**src/rtl/regfile_op_sequencer.sv**
```systemverilog
// rtl/regfile_op_sequencer.sv - register-file/ALU operation sequencer (RD -> EX -> WB -> RSP)
// Optional signed-overflow trap on ADD/SUB enabled by defining OVF_TRAP_EN.
module regfile_op_sequencer #(
    parameter int DW = 32,
    parameter int AW = 5
) (
    input  logic          Clk,
    input  logic          Rst_n,
    input  logic          Req_Valid,
    output logic          Req_Ready,
    input  logic [AW-1:0] Req_Rs1,
    input  logic [AW-1:0] Req_Rs2,
    input  logic [AW-1:0] Req_Rd,
    input  logic [3:0]    Req_Op,
    input  logic [4:0]    Req_Shamt,
    input  logic          Req_Wb,
    output logic [AW-1:0] RR1,
    output logic [AW-1:0] RR2,
    input  logic [DW-1:0] Out1,
    input  logic [DW-1:0] Out2,
    output logic [AW-1:0] WR,
    output logic [DW-1:0] WD,
    output logic          WE,
    output logic [DW-1:0] Alu_A,
    output logic [DW-1:0] Alu_B,
    output logic [3:0]    Alu_Op,
    output logic [4:0]    Alu_Shamt,
    input  logic [DW-1:0] Alu_Result,
    output logic          Rsp_Valid,
    output logic [DW-1:0] Rsp_Data,
    output logic          Rsp_Err
);

    typedef enum logic [2:0] {
        S_IDLE,
        S_RD,
        S_EX,
        S_WB,
        S_RSP
    } state_t;

    state_t        state, state_nxt;
    logic [AW-1:0] rs1_q, rs2_q, rd_q;
    logic [3:0]    op_q;
    logic [4:0]    shamt_q;
    logic          wb_q;
    logic [DW-1:0] a_q, b_q, res_q, rsp_data_q;
    logic          err_q, rsp_err_q;
    logic          accept, op_legal, ovf;

    assign accept = Req_Valid && Req_Ready;

    always_comb begin
        op_legal = 1'b0;
        case (op_q)
            4'b0000, 4'b0001, 4'b0010, 4'b0110, 4'b0111,
            4'b1000, 4'b1100, 4'b1101, 4'b1110, 4'b1111: op_legal = 1'b1;
            default: op_legal = 1'b0;
        endcase
    end

`ifdef OVF_TRAP_EN
    // ADD: same operand signs, result sign flips; SUB: operand signs differ, result sign differs from A
    always_comb begin
        ovf = 1'b0;
        if (op_q == 4'b0010)
            ovf = (a_q[DW-1] == b_q[DW-1]) && (Alu_Result[DW-1] != a_q[DW-1]);
        else if (op_q == 4'b0110)
            ovf = (a_q[DW-1] != b_q[DW-1]) && (Alu_Result[DW-1] != a_q[DW-1]);
    end
`else
    assign ovf = 1'b0;
`endif

    always_ff @(posedge Clk or negedge Rst_n) begin
        if (!Rst_n) state <= S_IDLE;
        else        state <= state_nxt;
    end

    always_comb begin
        state_nxt = state;
        case (state)
            S_IDLE:  if (accept) state_nxt = S_RD;
            S_RD:    state_nxt = S_EX;
            S_EX:    state_nxt = S_WB;
            S_WB:    state_nxt = S_RSP;
            S_RSP:   state_nxt = S_IDLE;
            default: state_nxt = S_IDLE;
        endcase
    end

    always_ff @(posedge Clk or negedge Rst_n) begin
        if (!Rst_n) begin
            rs1_q      <= '0;
            rs2_q      <= '0;
            rd_q       <= '0;
            op_q       <= '0;
            shamt_q    <= '0;
            wb_q       <= 1'b0;
            a_q        <= '0;
            b_q        <= '0;
            res_q      <= '0;
            rsp_data_q <= '0;
            err_q      <= 1'b0;
            rsp_err_q  <= 1'b0;
        end else begin
            case (state)
                S_IDLE: begin
                    if (accept) begin
                        rs1_q     <= Req_Rs1;
                        rs2_q     <= Req_Rs2;
                        rd_q      <= Req_Rd;
                        op_q      <= Req_Op;
                        shamt_q   <= Req_Shamt;
                        wb_q      <= Req_Wb;
                        err_q     <= 1'b0;
                        rsp_err_q <= 1'b0;
                    end
                end
                S_RD: begin
                    a_q <= Out1;
                    b_q <= Out2;
                end
                S_EX: begin
                    res_q <= op_legal ? Alu_Result : '0;
                    err_q <= !op_legal || ovf;
                end
                S_RSP: begin
                    rsp_data_q <= res_q;
                    rsp_err_q  <= err_q;
                end
                default: ;
            endcase
        end
    end

    assign Req_Ready = (state == S_IDLE);
    assign RR1       = rs1_q;
    assign RR2       = rs2_q;
    assign Alu_A     = a_q;
    assign Alu_B     = b_q;
    assign Alu_Op    = op_q;
    assign Alu_Shamt = shamt_q;
    assign WR        = rd_q;
    assign WD        = res_q;
    // Decoded from state so an asynchronous reset drops the write strobe at once
    assign WE        = (state == S_WB) && wb_q && !err_q;
    assign Rsp_Valid = (state == S_RSP);
    assign Rsp_Data  = (state == S_RSP) ? res_q : rsp_data_q;
    assign Rsp_Err   = (state == S_RSP) ? err_q : rsp_err_q;

endmodule
```
**config.mk**
```make
export PLATFORM = sky130hd
export DESIGN_NAME = regfile_op_sequencer
export DESIGN_NICKNAME = d
export VERILOG_FILES = /design/src/rtl/regfile_op_sequencer.sv
export SDC_FILE = /design/constraint.sdc
export NUM_CORES = 1
export LEC_CHECK = 0
export ABC_AREA = 0
export BUFFER_PORTS_ARGS = -buffer_cell sky130_fd_sc_hd__buf_2
export CAP_MARGIN = 20
export CORE_ASPECT_RATIO = 1.25
export CORE_MARGIN = 1
export CORE_UTILIZATION = 50
export CTS_CLUSTER_SIZE = 8
export DETAILED_ROUTE_END_ITERATION = 10
export PLACE_DENSITY_LB_ADDON = 0.1
export RECOVER_POWER = 50
export SLEW_MARGIN = 25
export SYNTH_ARGS = -nofsm -noshare
export SYNTH_HDL_FRONTEND = slang
export SYNTH_SLANG_ARGS = --single-unit
```
**constraint.sdc**
```tcl
create_clock -name Clk -period 4.8 [get_ports Clk]
set_clock_uncertainty 0.2 [all_clocks]
set_input_delay 0.48 -clock Clk [delete_from_list [all_inputs] [get_ports Clk]]
set_output_delay 0.48 -clock Clk [all_outputs]
set_load 0.05 [all_outputs]
```
==> results of run 1 <==
-- registers in the layout (all words and copies together), names as in the netlist --
register,cells
Alu_Op,4
rsp_err_q,1
Alu_A,32
RR1,5
state,3
err_q,1
wb_q,1
Alu_B,32
WD,32
Alu_Shamt,5
RR2,5
WR,5
rsp_data_q,32
-- worst max path at each step --
stage / startpoint / endpoint / depth (start not counted)
2_1_floorplan: state[0]$_DFFE_PN0P_ / Rsp_Data[19] / 4
3_3_place_gp: state[2]$_DFFE_PN0P_ / Rsp_Data[11] / 4
3_5_place_dp: state[2]$_DFFE_PN0P_ / Rsp_Data[9] / 4
4_1_cts: state[2]$_DFFE_PN0P_ / Rsp_Data[9] / 4
5_1_grt: Rst_n / Alu_Op[2]$_DFFE_PN0P_ / 2
6_report: Rst_n / Alu_Op[0]$_DFFE_PN0P_ / 2
-- metal layers --
layer / wire, um / vias up / track usage, %
li1: - / 1986 / -
met1: 5520 / 2047 / 26.5
met2: 7280 / 200 / 39.9
met3: 1070 / 27 / 6.83
met4: 376 / 0 / 11.3
met5: 0 / - / 0
-- stage by stage --
stage          instance area [um2]  hold WS (ps)  setup slack (ps)  util [%]  cells
4_1_cts                       8180          56.9              1860      69.4    869
2_1_floorplan                 6120         -15.6              2410         -    419
5_1_grt                       8060          75.2              1260      68.4    869
3_5_place_dp                  7620           283              2300      64.7    839
3_3_place_gp                  7620           280              2370      64.7    839
6_report                      8060          87.6              1850      68.4    869
-- cells by family (layout without fill, tap and decap cells) --
| kind of cell | Yosys count | count (layout) | share of synthesized area, % |
|---|---|---|---|
| AOI/OAI and AO/OA | 33 | 33 | 2.74 |
| xor gates and xnor gates | 1 | 1 | 0.143 |
| adders and majority gates | 1 | 1 | 0.163 |
| buffers and inverters | 25 | 314 | 2.59 |
| DFF | 158 | 158 | 64.6 |
| muxes | 123 | 123 | 23.8 |
| and+or+nand+nor | 78 | 78 | 6.01 |
-- worst register-to-register path: cells and delay by family, from the launching register on --
kind | cells | cell delay, ps
buffers and inverters | 1 | 640
flip-flops | 1 | 570
multiplexers | 1 | 490
AND/OR/NAND/NOR | 1 | 230
-- placed cells by master, fill, tap and decap left out, types with 2 or more instances in the layout --
cell type and count:
buf_4 5, and3b_1 2, o21ai_1 4, dfrtp_1 158, nor3b_2 2, mux2_4 19, nor2_1 2, buf_2 189
o21ai_0 28, clkbuf_8 3, clkbuf_16 17, clkinv_2 4, clkbuf_1 89, clkinv_4 3, mux2_2 104, nand2_1 66
clkinvlp_4 2, nor3b_4 2
-- final cells by class --
class	instances	area [um2]	area share (%)
Multi-Input combinational cell	236	2020	25.1
Tap cell	161	201	2.50
Clock inverter	10	91.3	1.13
Clock buffer	20	467	5.79
Timing Repair Buffer	284	1320	16.4
Sequential cell	158	3950	49.1
==> reports/summary.txt, run 1 <==
status: complete, but fails checks
failing checks: capacitance limit, slew limit
clock root buffer: clkbuf_16
CP required: 5110 ps
most instantiated cells after synthesis: dfrtp_1, mux2_2, nand2_1, o21ai_0, mux2_4
crit path cell chain: clkbuf_2, buf_4
R2R Path End: Alu_A[26]$_DFFE_PN0P_
type of origin of the critical path: primary input
relative slew slack: -87.5%
Worst Setup End Kind: asynchronous set/reset pin
reg2reg path depth: 3
worst hold endpoint: RR2[2]$_DFFE_PN0P_
routability cong.: 0.755
most frequent cell after synthesis: dfrtp_1
final antenna diode count: 0
DIE AREA: 12700 um2
Area Overhead vs Synth: 31.6%
worst path arrival time: 3270 ps
Max Clock Freq: 338 MHz
number of synthesized flops with an enable pin: 0
H-Tree Depth: 4
final setup TNS: 0 ps
yosys warns: 0
Syn Inst Count: 419
slowest stage cell, crit path: clkbuf_2
nets: 821
drt pass-1 iters: 6
cts bufs inserted: 17
CP Class: primary input to asynchronous set/reset pin
CTS tree: done
Tot GR Track Use: 23.3%
Yosys top cell by area: dfrtp_1
Clock transition at path regs: 60 ps
drt total wl: 14300 um
DRC Markers: 0
synthesized cell area: 6120 um2
worst reg-to-reg setup slack: 2540 ps
sequential area share after synthesis: 64.6%
number of fill cells in the layout: 956
antenna viol nets, final: 0
Top FF cell, synth: dfrtp_1
Worst-Margin Slew: 2810 ps
num ports: 280
critical path's top delay family: buffers and inverters
Die X: 101 um
post-synth net total: 543
vias per cell: 4.90
Tcrit/Tclk final: 61.6%
Synth top area share: 64.6%
WL/cell: 16.4 um
unique cell type count in the Yosys netlist: 22
Syn Area/Cell: 14.6 um2
CTS resizes: 0
min Tclk post-route: 2950 ps
Detailed Place HPWL: 10200 um
Setup-failing EPs final: 0
hold path cells: 2
Initial Util: 52.0%
RSZ-0062 raised after global routing: no
Worst Hold Class: primary input to flip-flop
Sink Count: 158
die height: 126 um
PortBufs: 279
worst hold path startpoint: Req_Rs2[2]
Area contributors post-synth: dfrtp_1, mux2_2, mux2_4, nand2_1, o21ai_0
initial antenna violation count: 0
total grt overflow: 0
Buf+Inv Stages, Crit Path: 2
vias in the first global route: 4386
DR vias: 4260
first-pass GRT wire length: 22400 um
Post-CTS Hold Fix Bufs: 0
Initial DRC Count: 122
worst skew pair latency: 410 ps
#FFs+latches synth: 158
Max Slew Vio Count: 117
core area: 11800 um2
Post-CTS Setup Inserts: 0
ys async rst share: 100%
Rows: 44
Worst Path Max Fanout: 116
Final Hold Vio Count: 0
layout cells sized above 1: 50.0%
CP max stage delay: 1910 ps
MaxCap Viol Count: 1
largest net degree at the start of global routing: 117
Max clock buf depth: 2
reg2reg start: state[0]$_DFFE_PN0P_
Power of run 1 is not shown: default switching activity piles up to over one toggle a cycle in this logic, so the estimate is an artifact.
==> inputs of run 2 (changes only) <==
- CORE_UTILIZATION: 50 -> 47
- clock period: 4.8 -> 2.85 ns (I/O delays scaled with it)
==> run 2 against run 1 <==
The flow now finishes without violations; via count up 13%; first-iteration DRC count rose by 47%; utilization rose by 5.8 points; largest cell class unchanged.
==> reports/summary.txt, run 2 (synthesis results as in run 1) <==
reg2reg path depth: 4 (was 3)
antenna viol nets, final: 0 (unchanged)
cts bufs inserted: 17 (unchanged)
CP required: 2370 ps (was 5110 ps)
Initial DRC Count: 179 (was 122)
Detailed Place HPWL: 10600 um (was 10200 um)
min Tclk post-route: 2720 ps
CP max stage delay: 540 ps (was 1910 ps)
H-Tree Depth: 4 (unchanged)
largest net degree at the start of global routing: 65 (was 117)
worst skew pair latency: 420 ps (was 410 ps)
Sink Count: 158 (unchanged)
Tot GR Track Use: 24.7% (was 23.3%)
Clock transition at path regs: 60 ps (about the same)
WL/cell: 16.4 um (about the same)
num ports: 280 (unchanged)
Worst Hold Class: flip-flop to flip-flop (was primary input to flip-flop)
hold path cells: 1 (was 2)
Initial Util: 48.1% (was 52.0%)
DR vias: 4833 (was 4260)
Max clock buf depth: 2 (unchanged)
status: finished, final reports clean (was complete, but fails checks)
hold_ws: 296 ps (was 87.6 ps)
core area: 12700 um2 (was 11800 um2)
nets: 948 (was 821)
R2R Path End: rsp_err_q$_DFFE_PN0P_ (was Alu_A[26]$_DFFE_PN0P_)
Buf+Inv Stages, Crit Path: 2 (unchanged)
critical path's top delay family: buffers and inverters (unchanged)
worst reg-to-reg setup slack: 820 ps (was 2540 ps)
slowest stage cell, crit path: dfrtp_1 (was clkbuf_2)
layout cells sized above 1: 44.3% (was 50.0%)
dpl cells: 850 (was 839)
drt pass-1 iters: 4 (was 6)
Worst Setup End Kind: output pin (was asynchronous set/reset pin)
vias in the first global route: 4957 (was 4386)
total grt overflow: 0 (unchanged)
Setup-failing EPs final: 0 (unchanged)
worst hold endpoint: rsp_data_q[23]$_DFF_PN0_ (was RR2[2]$_DFFE_PN0P_)
final antenna diode count: 0 (unchanged)
final std cells w/o fill: 1005 (was 869)
Tcrit/Tclk final: 95.3%
CTS tree: done (unchanged)
reg2reg start: state[2]$_DFFE_PN0P_ (was state[0]$_DFFE_PN0P_)
first-pass GRT wire length: 25500 um (was 22400 um)
relative slew slack: 9.11% (was -87.5%)
commonest non-fill, non-tap cell in the layout: buf_2 (unchanged)
MaxCap Viol Count: 0 (was 1)
Max Clock Freq: 368 MHz
CTS resizes: 0 (unchanged)
initial antenna violation count: 0 (unchanged)
vias per cell: 4.81 (was 4.90)
commonest cells after routing, fill and taps aside: buf_2, dfrtp_1, dlygate4sd3_1 (was buf_2, dfrtp_1, mux2_2)
worst hold path startpoint: rsp_data_q[23]$_DFF_PN0_ (was Req_Rs2[2])
type of origin of the critical path: flip-flop (was primary input)
Max Slew Vio Count: 0 (was 117)
die height: 130 um (was 126 um)
DRC Markers: 0 (unchanged)
Area Overhead vs Synth: 54.1% (was 31.6%)
DIE AREA: 13500 um2 (was 12700 um2)
drt total wl: 16500 um (was 14300 um)
worst path arrival time: 2230 ps (was 3270 ps)
Worst-Margin Slew: 1360 ps (was 2810 ps)
Worst Path Max Fanout: 29 (was 116)
Final Hold Vio Count: 0 (unchanged)
routability cong.: 0.788 (was 0.755)
Die X: 104 um (was 101 um)
final setup TNS: 0 ps (unchanged)
clock root buffer: clkbuf_16 (unchanged)
number of fill cells in the layout: 925 (was 956)
PortBufs: 279 (unchanged)
crit path cell chain: nor3b_4, buf_4, mux2_2, buf_2 (was clkbuf_2, buf_4)
Rows: 46 (was 44)
CP Class: flip-flop to output pin (was primary input to asynchronous set/reset pin)
RSZ-0062 raised after global routing: no (unchanged)
==> run 2: changes by cell type in the layout (fill, tap and decap cells not counted), sizes merged <==
cell and change:
dlygate4sd3 +123, buf +15, clkbuf -11, clkinv -5, bufinv +3, clkinvlp +2
inv +2
==> run 2: per-layer routing <==
layer | vias up | share of wire (%) | global-route usage (%)
met5 | - | 0 | 0
li1 | 2238 | - | -
met2 | 208 | 52 | 43.5
met4 | 0 | 2.3 | 10.2
met3 | 29 | 5.4 | 6.34
met1 | 2358 | 40 | 28.8
==> run 2: timing repair <==
action,CTS,global route
hold buffers,123,0
endpoints found under the hold margin,171,0
buffers inserted,0,0
endpoints found under the setup margin,0,0
==> run 2: layout make-up <==
cell class                 instances  area, um2  area share (%)
sequential                       158       3950            41.9
timing repair buffer             411       2620            27.8
multi-input combinational        236       2020            21.4
clock buffer                      20        447            4.73
tap                              168        210            2.23
clock inverter                    12        185            1.96
==> run 2: metrics by stage <==
stage	util, %	setup WS, ps	cell area, um2
after CTS	75.0	116	9540
after detailed placement	60.4	556	7680
after floorplan	-	550	6120
after global routing	74.2	16.1	9440
after global placement	60.4	654	7680
final	74.2	133	9440
==> run 2: worst max-delay path by stage <==
stage | start | to | slack (ps) | depth (start not counted)
5_1_grt | state[2]$_DFFE_PN0P_ | Rsp_Err | 20 | 4
6_report | state[2]$_DFFE_PN0P_ | Rsp_Data[16] | 130 | 4
4_1_cts | state[2]$_DFFE_PN0P_ | Rsp_Data[16] | 120 | 4
2_1_floorplan | state[2]$_DFFE_PN0P_ | rsp_err_q$_DFFE_PN0P_ | 550 | 4
3_5_place_dp | state[2]$_DFFE_PN0P_ | Rsp_Data[16] | 560 | 4
3_3_place_gp | state[2]$_DFFE_PN0P_ | Rsp_Data[1] | 650 | 4
==> run 2: worst reg2reg max path, delay by kind of cell, from the launching register on <==
| kind | cells | cell delay [ps] |
|---|---|---|
| multiplexers | 1 | 400 |
| flip-flops | 1 | 540 |
| buffers and inverters | 1 | 370 |
| AND/OR/NAND/NOR | 2 | 410 |
Power of run 2 is left out for the same reason.
==> inputs of run 3 (changes only) <==
- GPL_TIMING_DRIVEN: not set -> 0
- REMOVE_ABC_BUFFERS: not set -> 1
==> run 3 against run 2 <==
Worst setup slack gained 44 ps; global-route usage shrank 0.16 points; register-to-register slack lost 590 ps; via count grew 0.25%; clock-buffer cell count shrank 1; critical path depth is the same; first-iteration DRC count is the same; flip-flop and latch count is the same; die area is the same; maximum frequency grew 1.6%; hold slack lost 0.62 ps; highest routed layer unchanged.
==> reports/summary.txt, run 3 (synthesis results as in run 1) <==
crit path cell chain: nor3b_4, buf_6, mux2_2, buf_2 (was nor3b_4, buf_4, mux2_2, buf_2)
PortBufs: 279 (unchanged)
Max Clock Freq: 374 MHz (was 368 MHz)
initial antenna violation count: 0 (unchanged)
Setup-failing EPs final: 0 (unchanged)
Worst Path Max Fanout: 14 (was 29)
Worst-Margin Slew: 1310 ps (was 1360 ps)
status: finished, final reports clean (unchanged)
reg2reg start: state[0]$_DFFE_PN0P_ (was state[2]$_DFFE_PN0P_)
worst hold path startpoint: rsp_data_q[14]$_DFF_PN0_ (was rsp_data_q[23]$_DFF_PN0_)
Area Overhead vs Synth: 54.4% (was 54.1%)
Crit path depth: 4 (unchanged)
CP Class: flip-flop to output pin (unchanged)
vias per cell: 4.79 (was 4.81)
MaxCap Viol Count: 0 (unchanged)
commonest cells after routing, fill and taps aside: buf_2, dfrtp_1, dlygate4sd3_1 (unchanged)
WL/cell: 16.0 um (was 16.4 um)
antenna viol nets, final: 0 (unchanged)
worst path arrival time: 2190 ps (was 2230 ps)
RSZ-0062 raised after global routing: no (unchanged)
layout cells sized above 1: 40.8% (was 44.3%)
CP required: 2370 ps (about the same)
min Tclk post-route: 2670 ps (was 2720 ps)
register area: 3950 um2 (unchanged)
Initial DRC Count: 179 (unchanged)
Die X: 104 um (unchanged)
Worst Setup SP: state[2]$_DFFE_PN0P_ (unchanged)
DIE AREA: 13500 um2 (unchanged)
Worst Setup End Kind: output pin (unchanged)
routability cong.: 0.741 (was 0.788)
type of origin of the critical path: flip-flop (unchanged)
cts bufs inserted: 17 (unchanged)
Max clock buf depth: 2 (unchanged)
die height: 130 um (unchanged)
R2R Path End: Alu_A[21]$_DFFE_PN0P_ (was rsp_err_q$_DFFE_PN0P_)
Worst Hold Class: flip-flop to flip-flop (unchanged)
worst hold endpoint: rsp_data_q[14]$_DFF_PN0_ (was rsp_data_q[23]$_DFF_PN0_)
Detailed Place HPWL: 10200 um (was 10600 um)
DRC Markers: 0 (unchanged)
drt total wl: 16200 um (was 16500 um)
hold path cells: 1 (unchanged)
final antenna diode count: 0 (unchanged)
slowest stage cell, crit path: dfrtp_1 (unchanged)
clock root buffer: clkbuf_16 (unchanged)
H-Tree Depth: 4 (unchanged)
Max Slew Vio Count: 0 (unchanged)
Sink Count: 158 (unchanged)
worst reg-to-reg setup slack: 230 ps (was 820 ps)
number of fill cells in the layout: 901 (was 925)
drt pass-1 iters: 4 (unchanged)
largest net degree at the start of global routing: 98 (was 65)
num ports: 280 (unchanged)
core area: 12700 um2 (unchanged)
Tcrit/Tclk final: 93.8% (was 95.3%)
Multi-input gate area: 2030 um2 (was 2020 um2)
worst skew pair latency: 400 ps (was 420 ps)
DR vias: 4845 (was 4833)
Buf+Inv Stages, Crit Path: 2 (unchanged)
critical path's top delay family: flip-flops (was buffers and inverters)
Initial Util: 48.1% (unchanged)
nets: 955 (was 948)
total grt overflow: 0 (unchanged)
vias in the first global route: 5057 (was 4957)
Util after Layout: 74.3% (was 74.2%)
first-pass GRT wire length: 25700 um (was 25500 um)
commonest non-fill, non-tap cell in the layout: buf_2 (unchanged)
CTS tree: done (unchanged)
relative slew slack: 12.8% (was 9.11%)
Rows: 46 (unchanged)
Final Hold Vio Count: 0 (unchanged)
hold_ws: 295 ps (was 296 ps)
CP max stage delay: 560 ps (was 540 ps)
reg2reg path depth: 6 (was 4)
Tot GR Track Use: 24.5% (was 24.7%)
Clock transition at path regs: 60 ps (about the same)
run 3: cell count changes in the layout (fill, tap and decap cells not counted), sizes merged:
cell,change
bufinv,-1
clkinv,+2
inv,+1
buf,-25
clkinvlp,-1
clkbuf,+31
run 3: timing repair:
item,4_1_cts,5_1_grt
gates resized for setup,0,1
buffers inserted,2,0
setup endpoints to repair,17,10
hold buffers,123,0
pin swaps,0,0
endpoints found under the hold margin,218,0
run 3: routing by layer:
metal  global-route usage, %  part of all wire, %
met1                    28.4                   39
met2                    43.1                   51
met3                    6.84                  6.3
met4                    10.3                  3.0
met5                       0                    0
run 3: cell type report:
type / count / share of cell area [%]
well taps: 168 / 2.22
clock inverters: 13 / 1.72
multi-input cells: 236 / 21.5
clock buffers: 19 / 4.58
repair buffers: 418 / 28.2
flip-flops and latches: 158 / 41.8
run 3: worst max path at each step:
stage	to
finish	Rsp_Data[2]
global route	Alu_B[1]$_DFFE_PN0P_
CTS	Alu_A[21]$_DFFE_PN0P_
detailed placement	Alu_A[21]$_DFFE_PN0P_
global placement	Alu_B[22]$_DFFE_PN0P_
floorplan	Alu_A[0]$_DFFE_PN0P_
run 3: through the flow:
stage                     cells  cell area, um2  worst slack, ps  TNS (ps)
after floorplan             394            5960            -3340   -213470
after global placement      841            7570            -4990   -471140
after detailed placement    855            7750             44.7         0
after CTS                  1012            9590             45.5         0
after global routing       1012            9450             61.5         0
final                      1012            9450              177         0
Power of run 3 is left out for the same reason.
